### src/rtl/serial_tx_controller.sv
// UART-style frame serialiser: start bit, DATA_BITS data bits LSB first, one
// stop bit. Word-level valid/ready upstream; bit timing and bit sequencing
// are owned here.
module serial_tx_controller #(
  parameter int DATA_BITS = 8,
  parameter int CNT_BITS  = 10
) (
  input  logic                 clk,
  input  logic                 rst,
  input  logic [CNT_BITS-1:0]  bit_period,
  input  logic                 tx_valid,
  input  logic [DATA_BITS-1:0] tx_data,
  output logic                 tx_ready,
  output logic                 serial_out,
  output logic                 busy,
  output logic                 done
);

  localparam int IDX_BITS = $clog2(DATA_BITS + 1);
  localparam logic [IDX_BITS-1:0] LAST_IDX = IDX_BITS'(DATA_BITS - 1);

  typedef enum logic [1:0] {IDLE, START, DATA, STOP} state_t;

  state_t               state, state_nxt;
  logic [CNT_BITS-1:0]  timer, per_q;
  logic [IDX_BITS-1:0]  bit_idx;
  logic [DATA_BITS-1:0] shift, shift_nxt;
  logic                 accept, roll, last_bit;

  // tx_ready is registered as (next state == IDLE), so it tracks state exactly
  assign accept   = tx_valid && tx_ready;
  // timer runs 1..per_q while framing; strobe marks the last clock of a bit
  assign roll     = (state != IDLE) && (timer == per_q);
  assign last_bit = (bit_idx == LAST_IDX);

  // Next-state and next shift-register contents
  always_comb begin
    state_nxt = state;
    shift_nxt = shift;
    case (state)
      IDLE: begin
        if (accept) begin
          state_nxt = START;
          shift_nxt = tx_data;
        end
      end
      START: begin
        if (roll) state_nxt = DATA;
      end
      DATA: begin
        if (roll) begin
          if (last_bit) state_nxt = STOP;
          else          shift_nxt = shift >> 1;
        end
      end
      STOP: begin
        if (roll) state_nxt = IDLE;
      end
      default: state_nxt = IDLE;
    endcase
  end

  // State, counters, latched word/period and registered outputs
  always_ff @(posedge clk) begin
    if (rst) begin
      state      <= IDLE;
      shift      <= '0;
      per_q      <= '0;
      timer      <= '0;
      bit_idx    <= '0;
      serial_out <= 1'b1;
      busy       <= 1'b0;
      tx_ready   <= 1'b1;
      done       <= 1'b0;
    end else begin
      state <= state_nxt;
      shift <= shift_nxt;

      // a zero period would never roll over; run it as one clock per bit
      if (accept)
        per_q <= (bit_period == '0) ? CNT_BITS'(1) : bit_period;

      // restart at the first count on accept and on every bit boundary
      if (accept || roll)     timer <= CNT_BITS'(1);
      else if (state != IDLE) timer <= timer + CNT_BITS'(1);

      // index restarts on entry to DATA and stops at the last bit
      if (state == START && roll)
        bit_idx <= '0;
      else if (state == DATA && roll && !last_bit)
        bit_idx <= bit_idx + IDX_BITS'(1);

      // outputs follow the state being entered, so the line changes
      // in the same cycle the new state becomes current
      serial_out <= (state_nxt == DATA) ? shift_nxt[0] : (state_nxt != START);
      busy       <= (state_nxt != IDLE);
      tx_ready   <= (state_nxt == IDLE);
      done       <= (state == STOP) && roll;
    end
  end

endmodule

### config.mk
export PLATFORM = sky130hd
export DESIGN_NAME = serial_tx_controller
export DESIGN_NICKNAME = d
export VERILOG_FILES = /design/src/rtl/serial_tx_controller.sv
export SDC_FILE = /design/constraint.sdc
export NUM_CORES = 1
export LEC_CHECK = 0
export BUFFER_PORTS_ARGS = -buffer_cell sky130_fd_sc_hd__buf_2
export CORE_MARGIN = 10
export CORE_UTILIZATION = 58
export CTS_BUF_LIST = sky130_fd_sc_hd__clkbuf_8
export DETAILED_ROUTE_END_ITERATION = 12
export PLACE_DENSITY = 0.8
export SKIP_LAST_GASP = 1
export SLEW_MARGIN = 20
export SYNTH_ARGS = -nofsm -noshare
export SYNTH_HDL_FRONTEND = slang
export SYNTH_SLANG_ARGS = --single-unit
### constraint.sdc
create_clock -name clk -period 4.4 [get_ports clk]
set_input_delay 0.66 -clock clk [delete_from_list [all_inputs] [get_ports clk]]
set_output_delay 0.66 -clock clk [all_outputs]
set_load 0.01 [all_outputs]
==> out/metrics.cfg <==
[power]
internal-power_uw=639.0
clockPowerShare=0.416
power.total_uw=849.0
seq_power_share=0.453
power_density_mw_per_mm2=435.8
ir_drop_mv=0.4552
p_leak_nw=0.7851
p_sw_frac=0.2473
p_comb_frac=0.131
p_switching_uw=209.9

[worst_setup_path]
timing.rr.end=bit_idx[1]$_SDFFE_PP0P_
criticalPathCategory=register to register
cp.required_ns=4.59
end_kind=register
worst_ep_arrival_time_ns=2.59
crit_slowest_cell=nor4_2
r2r_start=timer[1]$_SDFFE_PP0N_
path_buf_inv=0
cp_top_family=simple AND/OR/NAND/NOR gates
slowest_delay_ns=0.78
startpoint=timer[1]$_SDFFE_PP0N_
r2r_cells=6
cp.depth=6
crit_path_cell_trace=xnor2_1 > nand4_1 > nor4_2 > and3_1 > mux2i_1 > nor2_1
endpoint=bit_idx[1]$_SDFFE_PP0P_
start_kind=register
ff2ff_setup_slack_ns=2.00
crit_fanout=11

[cells_and_area]
area_delta_synth_final_pct=14.49
final_util=0.7004
n_antenna_cell=0
final_nets=243
drive_above_1_share=0.1719

[routing]
drt-initial-drc-count=60
drt-pass1-iter-count=4
viasPerCell=5.675
ant_nets=0
wl_per_cell_um=13.65
drcViolationCount=0
vias=1430
drt_wl_total_um=3439

[sta]
clock.fmax_ghz=0.4170
layout_worst_path_cycle_share=0.5451
hold_viol=0
period_minus_slack_ns=2.398
final_max_slew_viol_count=0
max-slew-margin-rel=0.4299
fin_tns_setup_ns=0
rsz0062_at_grt=false
worst_slew_pin_slew_ns=0.8481
finalClockSkew_ns=0.007286
setup_viol=0

[synthesis]
ys_seq_area_frac=0.4471
postSynth.asyncResetShare=0
netlist_area_mm2=0.001702
yosysWarnings=0
synth_top_flop_cell=dfxtp_1
avgSynthCellArea_um2=8.594
synth_edf_count=0
synth_seq_cells=38
synth_fp_nets=221
synthDistinctLibCells=42
synthCells=198

[clock_tree]
cts_root_buf=clkbuf_8
numCtsBuffers=5
max-clock-path-buffers=2
post_cts_resized=0
post-cts-setup-buffers=0
clkTransAtPathRegs_ns=0.08
cts-htree-levels=2
holdBufCountCts=0
clkSinkCount=38
clock_latency_ns=0.30
cts_tree=done

[floorplan]
die_y_um=74.17
std_cell_rows=19
coreArea_mm2=0.002781
ios=25
die-area_mm2=0.005500
start_util=0.6118
die_w_um=74.17

[place]
dp_hpwl_um=2486
globalplace.congestion=0.8731
io_buffers=24

[grt]
grt_pass1_vias=1395
antenna_found_initial=0
grt-ovfl-total=0
grt_max_degree=25
grt_usage=0.1358
grt_pass1_wl_um=5906

[hold_path]
hp-start=shift[1]$_SDFFE_PP0P_
hold_class=register to register

[run_status]
outcome=complete, no violations

[flow_run]
cap_viol_max_count=0

==> power groups by stage <==
stage | combinational, mW | clock (mW) | sequential, mW
global placement | 0.107 | 0 | 0.391
finish | 0.111 | 0.353 | 0.385
global route | 0.126 | 0.371 | 0.388
CTS | 0.112 | 0.358 | 0.385
floorplan | 0.0883 | 0 | 0.387
detailed placement | 0.111 | 0 | 0.393
==> state kept, by name, summed over array words and instances (netlist names) <==
| register | count |
|---|---|
| per_q | 10 |
| timer | 10 |
| shift | 8 |
| bit_idx | 4 |
| state | 2 |
| busy | 1 |
| done | 1 |
| serial_out | 1 |
| tx_ready | 1 |
==> Yosys cell counts, types with 2 or more instances <==
cell	number	area [µm²]
xnor2_1	10	87.58
and3_1	7	43.79
nand2_1	36	135.1
clkbuf_1	5	18.77
nor3b_1	2	15.01
nand3b_1	2	15.01
a22oi_1	6	45.04
nor2_1	17	63.81
a21oi_1	21	105.1
nand3_1	3	15.01
dfxtp_1	38	760.7
ha_1	2	25.02
o21ai_0	3	15.01
inv_1	2	7.510
xor2_1	11	96.34
a31oi_1	2	12.51
mux2i_1	2	20.02
nand4_1	5	31.28
==> layout by cell type, fill, tap and decap left out, types with 2 or more instances in the layout <==
| cell type | n |
|---|---|
| xnor2_1 | 10 |
| nand4_1 | 5 |
| inv_1 | 2 |
| a21oi_1 | 21 |
| ha_1 | 2 |
| o21ai_0 | 3 |
| and3_1 | 7 |
| nand3_1 | 3 |
| clkbuf_8 | 5 |
| a22oi_1 | 6 |
| buf_2 | 24 |
| xor2_1 | 11 |
| bufinv_16 | 2 |
| nor3b_1 | 2 |
| mux2i_1 | 2 |
| dfxtp_1 | 38 |
| nor2_1 | 17 |
| nand2_1 | 36 |
| a31oi_1 | 2 |
| nand3b_1 | 2 |
==> metal layers <==
layer,vias up,share of wire,wire length [µm],GRT usage
met3,8,0.076,261,0.06250
met5,-,0,0,0
li1,719,-,-,-
met1,663,0.46,1585,0.1559
met4,0,0.023,79,0.06832
met2,40,0.44,1512,0.2083
==> tightest hold or removal path, stage by stage (launching register included) <==
cell and delay [ns]:
dfxtp_1 0.31, nand2_1 0.05, a21oi_1 0.05
==> logic make-up (layout without fill, tap and decap cells) <==
| group | count (synthesis) | count (layout) | share of synthesized area |
|---|---|---|---|
| and+or+nand+nor | 85 | 85 | 0.2434 |
| AOI/OAI and AO/OA | 39 | 39 | 0.1412 |
| DFF | 38 | 38 | 0.4471 |
| xor gates and xnor gates | 21 | 21 | 0.1081 |
| buffers and inverters | 11 | 34 | 0.03383 |
| adders and majority gates | 2 | 2 | 0.01470 |
| muxes | 2 | 2 | 0.01177 |
==> metrics by stage <==
stage               cell area (µm²)  hold WS [ns]  std cells  setup WS (ns)
global placement               1810        0.4428        244          2.207
detailed placement             1810        0.4479        244          2.071
CTS                            1948        0.4593        252          2.015
finish                         1948        0.4602        252          2.002
floorplan                      1702        0.4323        198          2.776
global route                   1948        0.4959        252          1.810
==> how the worst min path moves through the flow <==
stage,end,slack [ns],depth (start not counted)
after CTS,shift[1]$_SDFFE_PP0P_,0.46,2
final,shift[1]$_SDFFE_PP0P_,0.46,2
after global placement,shift[2]$_SDFFE_PP0P_,0.44,2
after global routing,shift[2]$_SDFFE_PP0P_,0.50,2
after floorplan,shift[1]$_SDFFE_PP0P_,0.43,2
after detailed placement,shift[1]$_SDFFE_PP0P_,0.45,2
==> final cells by class <==
class / instances / area [µm²]
multi-input combinational: 149 / 883.3
fill: 229 / 833.3
sequential: 38 / 760.7
timing repair buffer: 24 / 120.1
clock buffer: 5 / 68.82
clock inverter: 3 / 68.82
tap: 31 / 38.79
inverter: 2 / 7.507
Note: power is estimated with default switching activity, not from simulation.
